$ cat config.mk
export PLATFORM = sky130hd
export DESIGN_NAME = usb_rcv_core
export DESIGN_NICKNAME = d
export VERILOG_FILES = /design/src/rtl/usb_pkg.sv /design/src/rtl/usb_bit_timer.sv /design/src/rtl/usb_rcv_core.sv
export SDC_FILE = /design/constraint.sdc
export NUM_CORES = 1
export LEC_CHECK = 0
export BUFFER_PORTS_ARGS = -buffer_cell sky130_fd_sc_hd__buf_2
export CELL_PAD_IN_SITES_DETAIL_PLACEMENT = 1
export CELL_PAD_IN_SITES_GLOBAL_PLACEMENT = 2
export CORE_AREA = 2 2 80 82
export CTS_CLUSTER_SIZE = 12
export DETAILED_ROUTE_END_ITERATION = 12
export DIE_AREA = 0 0 82 84
export PLACE_DENSITY = 0.69
export REMOVE_ABC_BUFFERS = 1
export SYNTH_ARGS = -nofsm -noshare
export SYNTH_HDL_FRONTEND = slang
export SYNTH_SLANG_ARGS = --single-unit
$ cat constraint.sdc
create_clock -name clk -period 1.61 [get_ports clk]
set_input_delay 0.2415 -clock clk [delete_from_list [all_inputs] [get_ports clk]]
set_output_delay 0.2415 -clock clk [all_outputs]
set_load 0.03 [all_outputs]
$ cat src/rtl/usb_pkg.sv
// Shared definitions for the USB full-speed receive path: FSM states,
// the SYNC pattern and the bit-stuffing run length.
package usb_pkg;

    typedef enum logic [2:0] {
        IDLE     = 3'd0,
        SYNC     = 3'd1,
        RCV_BYTE = 3'd2,
        EOP      = 3'd3,
        EOP_WAIT = 3'd4
    } rcv_state_t;

    localparam logic [7:0] SYNC_BYTE = 8'h80;
    localparam int         STUFF_RUN = 6;

    // Single-ended zero: both lines low.
    function automatic logic is_se0(input logic dp, input logic dm);
        return (dp == 1'b0) && (dm == 1'b0);
    endfunction

    // Full-speed J state: D+ high, D- low.
    function automatic logic is_j(input logic dp, input logic dm);
        return (dp == 1'b1) && (dm == 1'b0);
    endfunction

endpackage

$ cat src/rtl/usb_bit_timer.sv
// Bit-period counter that re-aligns on line transitions and emits a
// one-clock sample strobe part way into each bit cell.
module usb_bit_timer #(
    parameter int BIT_CLKS  = 8,
    parameter int SAMPLE_PT = 3
) (
    input  logic clk,
    input  logic srst,
    input  logic enable,
    input  logic clear,
    output logic strobe
);

    localparam int CW = (BIT_CLKS > 1) ? $clog2(BIT_CLKS) : 1;

    logic [CW-1:0] cnt_reg;
    logic [CW-1:0] cnt_next;

    always_comb begin
        cnt_next = cnt_reg;
        if (clear) begin
            cnt_next = '0;
        end else if (enable) begin
            cnt_next = (cnt_reg == CW'(BIT_CLKS - 1)) ? '0 : cnt_reg + 1'b1;
        end
    end

    always_ff @(posedge clk) begin
        if (srst) begin
            cnt_reg <= '0;
        end else begin
            cnt_reg <= cnt_next;
        end
    end

    assign strobe = enable && (cnt_reg == CW'(SAMPLE_PT));

endmodule

$ cat src/rtl/usb_rcv_core.sv
// USB full-speed receiver: line synchronisation, NRZI decode, bit unstuffing,
// SYNC/EOP detection and byte delivery to the rx FIFO.
module usb_rcv_core
    import usb_pkg::*;
#(
    parameter int BIT_CLKS  = 8,
    parameter int SAMPLE_PT = 3
) (
    input  logic       clk,
    input  logic       n_rst,
    input  logic       d_plus,
    input  logic       d_minus,
    input  logic       full,
    output logic       w_enable,
    output logic [7:0] w_data,
    output logic       rcving,
    output logic       r_error
);

    // Index 0 is D+ (idles high), index 1 is D- (idles low).
    logic [1:0] line_raw;
    logic [1:0] line_sync;

    assign line_raw = {d_minus, d_plus};

    genvar gi;
    generate
        for (gi = 0; gi < 2; gi++) begin : g_sync
            localparam logic RST_VAL = (gi == 0) ? 1'b1 : 1'b0;
            logic meta_reg;
            logic sync_reg;
            always_ff @(posedge clk) begin
                if (n_rst) begin
                    meta_reg <= RST_VAL;
                    sync_reg <= RST_VAL;
                end else begin
                    meta_reg <= line_raw[gi];
                    sync_reg <= meta_reg;
                end
            end
            assign line_sync[gi] = sync_reg;
        end
    endgenerate

    logic dp_sync;
    logic dm_sync;
    logic dp_prev_reg;
    logic dp_fall;
    logic dp_edge;

    assign dp_sync = line_sync[0];
    assign dm_sync = line_sync[1];
    assign dp_fall = dp_prev_reg & ~dp_sync;
    assign dp_edge = dp_prev_reg ^ dp_sync;

    always_ff @(posedge clk) begin
        if (n_rst) begin
            dp_prev_reg <= 1'b1;
        end else begin
            dp_prev_reg <= dp_sync;
        end
    end

    rcv_state_t state_reg, state_next;
    logic [2:0] bit_cnt_reg, bit_cnt_next;
    logic [2:0] ones_cnt_reg, ones_cnt_next;
    logic [7:0] shift_reg, shift_next;
    logic       prev_bit_reg, prev_bit_next;
    logic       se0_seen_reg, se0_seen_next;
    logic       w_enable_reg, w_enable_next;
    logic [7:0] w_data_reg, w_data_next;
    logic       rcving_reg, rcving_next;
    logic       r_error_reg, r_error_next;

    logic       start_pkt;
    logic       strobe;
    logic       line_se0;
    logic       line_j;
    logic       new_bit;
    logic [7:0] byte_next;

    assign start_pkt = (state_reg == IDLE) && dp_fall;
    assign line_se0  = is_se0(dp_sync, dm_sync);
    assign line_j    = is_j(dp_sync, dm_sync);
    assign new_bit   = (dp_sync == prev_bit_reg);
    assign byte_next = {new_bit, shift_reg[7:1]};

    // Every D+ transition during a packet re-aligns the sample point.
    usb_bit_timer #(
        .BIT_CLKS  (BIT_CLKS),
        .SAMPLE_PT (SAMPLE_PT)
    ) u_bit_timer (
        .clk    (clk),
        .srst   (n_rst),
        .enable (rcving_reg),
        .clear  (start_pkt || (rcving_reg && dp_edge)),
        .strobe (strobe)
    );

    always_comb begin
        state_next    = state_reg;
        bit_cnt_next  = bit_cnt_reg;
        ones_cnt_next = ones_cnt_reg;
        shift_next    = shift_reg;
        prev_bit_next = prev_bit_reg;
        se0_seen_next = se0_seen_reg;
        w_enable_next = 1'b0;
        w_data_next   = w_data_reg;
        rcving_next   = rcving_reg;
        r_error_next  = r_error_reg;

        case (state_reg)
            IDLE: begin
                if (dp_fall) begin
                    state_next    = SYNC;
                    rcving_next   = 1'b1;
                    r_error_next  = 1'b0;
                    bit_cnt_next  = 3'd0;
                    ones_cnt_next = 3'd0;
                    shift_next    = 8'h00;
                    prev_bit_next = 1'b1;
                    se0_seen_next = 1'b0;
                end
            end

            SYNC, RCV_BYTE: begin
                if (strobe) begin
                    if (line_se0) begin
                        // Only a byte-aligned SE0 after SYNC is a clean EOP.
                        state_next = EOP;
                        if ((state_reg == SYNC) || (bit_cnt_reg != 3'd0)) begin
                            r_error_next = 1'b1;
                        end
                    end else begin
                        prev_bit_next = dp_sync;
                        if (ones_cnt_reg == 3'(STUFF_RUN)) begin
                            // Stuffed bit: dropped, and must have been a zero.
                            ones_cnt_next = 3'd0;
                            if (new_bit) begin
                                r_error_next  = 1'b1;
                                state_next    = EOP_WAIT;
                                se0_seen_next = 1'b0;
                            end
                        end else begin
                            shift_next    = byte_next;
                            ones_cnt_next = new_bit ? ones_cnt_reg + 3'd1 : 3'd0;
                            bit_cnt_next  = bit_cnt_reg + 3'd1;
                            if (bit_cnt_reg == 3'd7) begin
                                if (state_reg == SYNC) begin
                                    if (byte_next == SYNC_BYTE) begin
                                        state_next = RCV_BYTE;
                                    end else begin
                                        r_error_next  = 1'b1;
                                        state_next    = EOP_WAIT;
                                        se0_seen_next = 1'b0;
                                    end
                                end else if (!full) begin
                                    w_enable_next = 1'b1;
                                    w_data_next   = byte_next;
                                end else begin
                                    r_error_next  = 1'b1;
                                    state_next    = EOP_WAIT;
                                    se0_seen_next = 1'b0;
                                end
                            end
                        end
                    end
                end
            end

            EOP: begin
                if (strobe && line_j) begin
                    state_next  = IDLE;
                    rcving_next = 1'b0;
                end
            end

            EOP_WAIT: begin
                if (strobe) begin
                    if (line_se0) begin
                        se0_seen_next = 1'b1;
                    end else if (se0_seen_reg && line_j) begin
                        state_next  = IDLE;
                        rcving_next = 1'b0;
                    end
                end
            end

            default: begin
                state_next  = IDLE;
                rcving_next = 1'b0;
            end
        endcase
    end

    always_ff @(posedge clk) begin
        if (n_rst) begin
            state_reg    <= IDLE;
            bit_cnt_reg  <= 3'd0;
            ones_cnt_reg <= 3'd0;
            shift_reg    <= 8'h00;
            prev_bit_reg <= 1'b1;
            se0_seen_reg <= 1'b0;
            w_enable_reg <= 1'b0;
            w_data_reg   <= 8'h00;
            rcving_reg   <= 1'b0;
            r_error_reg  <= 1'b0;
        end else begin
            state_reg    <= state_next;
            bit_cnt_reg  <= bit_cnt_next;
            ones_cnt_reg <= ones_cnt_next;
            shift_reg    <= shift_next;
            prev_bit_reg <= prev_bit_next;
            se0_seen_reg <= se0_seen_next;
            w_enable_reg <= w_enable_next;
            w_data_reg   <= w_data_next;
            rcving_reg   <= rcving_next;
            r_error_reg  <= r_error_next;
        end
    end

    assign w_enable = w_enable_reg;
    assign w_data   = w_data_reg;
    assign rcving   = rcving_reg;
    assign r_error  = r_error_reg;

endmodule

# [Word level (Yosys, flattened, before mapping)]
# Cells that the tools add are included.
[op_classes] n_bitwise=11 reduce_logical=23 add_sub_neg=3 n_eq_ne=28 mux=62
[ops] op="3-bit two-way mux" count=22
[ops] op="8-bit two-way mux" count=4
[ops] op="1-bit two-way mux" count=28
[ops] op="2-bit != test (second input constant)" count=9
[ops] op="4-bit != test (second input constant)" count=4
[ops] op="8-bit case mux with 2 select lines" count=1
[ops] op="3-bit equality test (second input constant)" count=4
[ops] op="3-bit case mux with 2 select lines" count=2
[ops] op="3-bit case mux with 4 select lines" count=1
[ops] op="5-bit != test (second input constant)" count=2
[ops] op="10-bit AND reduction" count=1
[ops] op="3-bit by 1-bit adder with 3-bit output (second input constant)" count=3
[ops] op="3-bit by 2-bit equality test with 1-bit output (second input constant)" count=3
[ops] op="3-bit != test (second input constant)" count=3
[ops] op="1-bit inverter" count=9
[ops] op="9-bit AND reduction" count=1
[ops] op="8-bit equality test (second input constant)" count=1
[ops] op="8-bit AND reduction" count=1
[ops] op="1-bit logical AND" count=7
[ops] op="7-bit AND reduction" count=1
[ops] op="7-bit OR reduction" count=1
[ops] op="6-bit AND reduction" count=1
[ops] op="3-bit nonzero test" count=2
[ops] op="5-bit AND reduction" count=1
[ops] op="12 further kinds" count=15
[word_totals] out_inout_bits=11 regBits=38 inputBits=5

# [Longest topological paths before layout]
[depth] depth_word=9 ltp_mapped=9 depth_no_buf=7

# [By module]
# From an unflattened synthesis, not the netlist that was laid out.
[hier_totals] hier_cells=213 hier_area_um2=1871.8
[by_module_without_submodules] mod="usb_rcv_core" cells_per_inst=198 area_per_inst_um2=1709.1 n_inst=1
[by_module_without_submodules] mod="usb_bit_timer" cells_per_inst=15 area_per_inst_um2=162.7 n_inst=1

# [Least setup slack after synthesis]
# OpenSTA, ideal clock, no wires.
[synth_path] path_type="register to register" startpoint="reg u_bit_timer.cnt_reg[0]" endpoint="reg state_reg[0]" path_stages_with_launch=8 t_required_ns=1.487 slack_ns=-0.121 period_less_slack_ns=1.731 t_arrival_ns=1.607 path_buffers=0 cell_sequence="dfxtp_1 ha_1 ha_1 and2_1 a32oi_2 nor2_1 nand2_2 mux2_1"
[synth_via] elab_chain_cells=5
[synth_lines] element="start, declared" line_no="usb_bit_timer.sv:16" text="logic [CW-1:0] cnt_reg;"
[synth_lines] element="start signal, assigned" line_no="usb_bit_timer.sv:32" text="cnt_reg <= cnt_next;"
[synth_lines] element="3-bit by 2-bit equality test with 1-bit output (*)" line_no="usb_bit_timer.sv:36" text="assign strobe = enable && (cnt_reg == CW'(SAMPLE_PT));"
[synth_lines] element="1-bit logical AND (*)" line_no="usb_bit_timer.sv:36"
[synth_lines] element="1-bit logical AND" line_no="usb_rcv_core.sv:172" text="if (strobe && line_j) begin"
[synth_lines] element="2-bit != test (no source line)"
[synth_lines] element="9-bit AND reduction (no source line) (*)"
[synth_lines] element="end signal, assigned" line_no="usb_rcv_core.sv:209" text="state_reg <= state_next;"
[synth_lines] element="end, declared" line_no="usb_rcv_core.sv:64" text="rcv_state_t state_reg, state_next;"
# Mark *: on every way between the ends. The rest lies on a longest branch, timed or not.
# A chain may end at the register's enable or synchronous reset.

# [Worst setup path in the final report]
[layout_path] startpoint="reg ones_cnt_reg[0]" endpoint="reg state_reg[1]"
[layout_via] elab_chain_cells=5
[layout_lines] element="start, declared" line_no="usb_rcv_core.sv:66" text="logic [2:0] ones_cnt_reg, ones_cnt_next;"
[layout_lines] element="start signal, assigned" line_no="usb_rcv_core.sv:211" text="ones_cnt_reg <= ones_cnt_next;"
[layout_lines] element="3-bit equality test (*)" line_no="usb_rcv_core.sv:136" text="if (ones_cnt_reg == 3'(STUFF_RUN)) begin"
[layout_lines] element="3-bit two-way mux" line_no="usb_rcv_core.sv:136"
[layout_lines] element="3-bit two-way mux" line_no="usb_rcv_core.sv:128" text="if (line_se0) begin"
[layout_lines] element="3-bit two-way mux" line_no="usb_rcv_core.sv:127" text="if (strobe) begin"
[layout_lines] element="3-bit case mux with 4 select lines" line_no="usb_rcv_core.sv:112" text="case (state_reg)"
# Mark *: on every way between the ends. The rest lies on a longest branch, timed or not. The select of a mux whose other input is x is not followed.

==> Implementation_results.wiki <==
{| class="wikitable"
! Metric !! Value
|-
| Initial drt markers || 51
|-
| Post-Synthesis Cell Area || 1900 sq um
|-
| Type of element capturing the critical path || register
|-
| Post-DP HPWL || 3.75 mm
|-
| ANT nets after route || 0
|-
| Synthesized instance count || 218
|-
| Post-synth cell types || 50
|-
| Clock buffer count from CTS || 5
|-
| Routed met3 length || 146 um
|-
| Maximum Capacitance Violations || 0
|-
| Endpoint arrival time on the critical path || 1.96 ns
|-
| Io pins || 16
|-
| Number of flip-flops under the largest register name || 8
|-
| Placed Instances || 343
|-
| Final #Nets || 303
|-
| Class of the worst hold path || input pin to register
|-
| Yosys reg bits || 37
|-
| Final weighted congestion in routability-driven placement || 0.819
|-
| Critical path buffer and inverter count || 2
|-
| Standard-cell row count || 29
|-
| Final cell count without fillers || 367
|-
| Setup repair after global routing missed its margin || yes
|-
| CP Cell Sequence || inv_2, ha_4, buf_4, nand2_4, nand4_1, or3_4, a41oi_2, a21boi_2
|-
| Count of hold buffers inserted by post-cts repair || 0
|-
| Slew @ Worst Pin || 0.552 ns
|-
| Level count of the clock H-tree || 2
|-
| Clock root cell || sky130_fd_sc_hd__clkbuf_8
|-
| Setup Skew || 0.0108 ns
|-
| DRT Pass-1 Iters || 4
|-
| Cell type of the slowest stage on the worst timing path || sky130_fd_sc_hd__or3_4
|-
| Count of final hold-check violations || 0
|-
| Routed metal-1 wire length || 2.71 mm
|-
| Number of filler cells placed in the layout || 695
|-
| Area growth from synthesis to layout || 59.9%
|-
| Share of the core filled with cells || 49.8%
|-
| Clock transition at the registers of the reported paths || 0.08 ns
|-
| Wire length per cell || 17.4 um
|-
| Worst max-slew margin expressed relative to the limit || 63.2%
|-
| Number of slew-limit violations in the final report || 0
|-
| Area of the core region || 6100 sq um
|-
| Outcome || finished with violations
|-
| Kind of cell adding the most delay to the critical path || simple AND/OR/NAND/NOR gates
|-
| Main flop type after synthesis || sky130_fd_sc_hd__dfxtp_1
|-
| Overall die area || 6890 sq um
|-
| Number of global-route vias before repair || 2090
|-
| Min Clock Period, post-route || 1.73 ns
|-
| Maximum vdd drop || 0.000523 V
|-
| Setup crit start kind || register
|-
| Global-route wire length before repair || 10.2 mm
|-
| Final setup vio count || 27
|-
| Number of antenna violations at the first check in global routing || 0
|-
| Synthesized area divided by synthesized cell count || 8.70 sq um
|-
| Total number of vias || 1863
|-
| Clock Path Buffers || 2
|-
| Worst setup slack after layout || -0.125 ns
|-
| Ratio of total power to cell area || 1250 nW/um^2
|-
| Final period util || 108%
|-
| F_max || 0.577 GHz
|-
| Starting Density || 31.1%
|-
| Ys async rst share || 0%
|-
| Horizontal die dimension || 82 um
|-
| Share of post-route cells with drive strength above 1 || 54.8%
|-
| Buffers on Ports || 15
|-
| TritonCTS clock tree || yes
|-
| Total global routing overflow || 0
|-
| Top fanout value on the critical path || 4
|-
| Top sig layer || met4
|-
| Reported leakage power || 1.17 nW
|-
| Wire length on met2 || 3.41 mm
|-
| Slowest stage delay, CP || 0.39 ns
|-
| Post-synth EDFFs || 0
|-
| Worst-Skew Late Latency || 0.30 ns
|-
| Yosys Warn Count || 0
|-
| Routed via count divided by cell count || 5.08
|-
| Commonest cells after routing, fill and taps aside || sky130_fd_sc_hd__buf_4 (48), sky130_fd_sc_hd__dfxtp_1 (30), sky130_fd_sc_hd__nor2_1 (16), sky130_fd_sc_hd__buf_2 (15), sky130_fd_sc_hd__inv_1 (12)
|-
| Die span in y || 84 um
|-
| Critical path required time || 1.84 ns
|-
| DRC Markers || 0
|-
| Hold Worst Slack || 0.131 ns
|-
| CP Class || register to register
|-
| Violated checks || negative setup slack
|-
| Commonest non-fill, non-tap cell in the layout || sky130_fd_sc_hd__buf_4
|-
| Clock tree sinks || 37
|-
| Antenna diodes || 0
|-
| Aggregate routed wire length || 6.38 mm
|-
| Sequential fraction of the synthesis area || 39.1%
|-
| Maximum number of pins on one net before global-route repair || 26
|-
| Overall routing resource usage || 19.6%
|-
| Pre-CTS setup slack || -0.311 ns
|}
==> layout make-up <==
class | count | area (sq um) | area share (%)
well taps | 77 | 96.3 | 3.18
inverters | 13 | 48.8 | 1.61
repair buffers | 75 | 604 | 19.9
multi-input cells | 157 | 1420 | 46.7
clock buffers | 5 | 68.8 | 2.27
clock inverters | 3 | 46.3 | 1.53
flip-flops and latches | 37 | 752 | 24.8
==> repair_timing <==
item	CTS	global route
endpoints found under the hold margin	0	0
cloned	2	0
buffers inserted	15	1
pin swaps	34	16
setup endpoints to repair	29	29
resized for setup	75	20
==> stage by stage <==
stage / cell area (sq um) / power [mW] / setup TNS, ns
floorplan: 1830 / 1.77 / -2.00
global placement: 2360 / 2.49 / -4.79
detailed placement: 2360 / 2.51 / -5.87
CTS: 2930 / 3.64 / -1.89
global route: 3030 / 4.00 / -3.51
finish: 3030 / 3.81 / -1.70
==> kinds of logic (layout without fill, tap and decap cells) <==
group / count (synthesis) / count (layout) / synth area share (%)
compound gates: 51 / 52 / 19.3
xor+xnor: 2 / 2 / 1.32
fa+ha+maj: 9 / 9 / 5.94
buf+inv: 25 / 96 / 6.13
flops: 37 / 37 / 39.1
mux: 10 / 10 / 5.34
simple gates: 84 / 84 / 22.9
==> metal layers <==
metal,track usage [%],vias to the layer above
met5,0,-
met3,3.57,10
met1,23.4,921
met2,34.3,26
li1,-,906
met4,6.82,0
==> worst paths after layout <==
kind	start	endpoint	slack, ns	cells after the start
min	d_plus	g_sync[0].meta_reg$_SDFF_PP1_	0.13	2
min reg2reg	g_sync[0].meta_reg$_SDFF_PP1_	dp_sync$_SDFF_PP1_	0.42	1
max reg2reg	ones_cnt_reg[0]$_SDFFE_PP0P_	state_reg[1]$_SDFFE_PP0P_	-0.12	8
max	ones_cnt_reg[0]$_SDFFE_PP0P_	state_reg[1]$_SDFFE_PP0P_	-0.12	8
==> Yosys cell counts (all sizes together), types with 3 or more instances <==
cell type | instances | area, sq um
nor2 | 17 | 63.8
inv | 13 | 48.8
dfxtp | 37 | 741
nand3 | 13 | 65.1
nor2b | 6 | 37.5
nor3 | 4 | 20.0
nand2b | 5 | 31.3
or2 | 4 | 25.0
o22ai | 3 | 18.8
o21ai | 5 | 25.0
a21oi | 22 | 118
mux2i | 9 | 90.1
a31oi | 4 | 40.0
nand3b | 4 | 30.0
clkbuf | 5 | 18.8
ha | 9 | 113
buf | 7 | 48.8
nand2 | 19 | 73.8
==> power by group <==
part | switching (mW) | total [mW] | internal (mW)
combinational | 0.955 | 1.87 | 0.915
sequential | 0.100 | 1.10 | 0.995
clock | 0.377 | 0.841 | 0.464
Note: power is estimated with default switching activity, not from simulation.
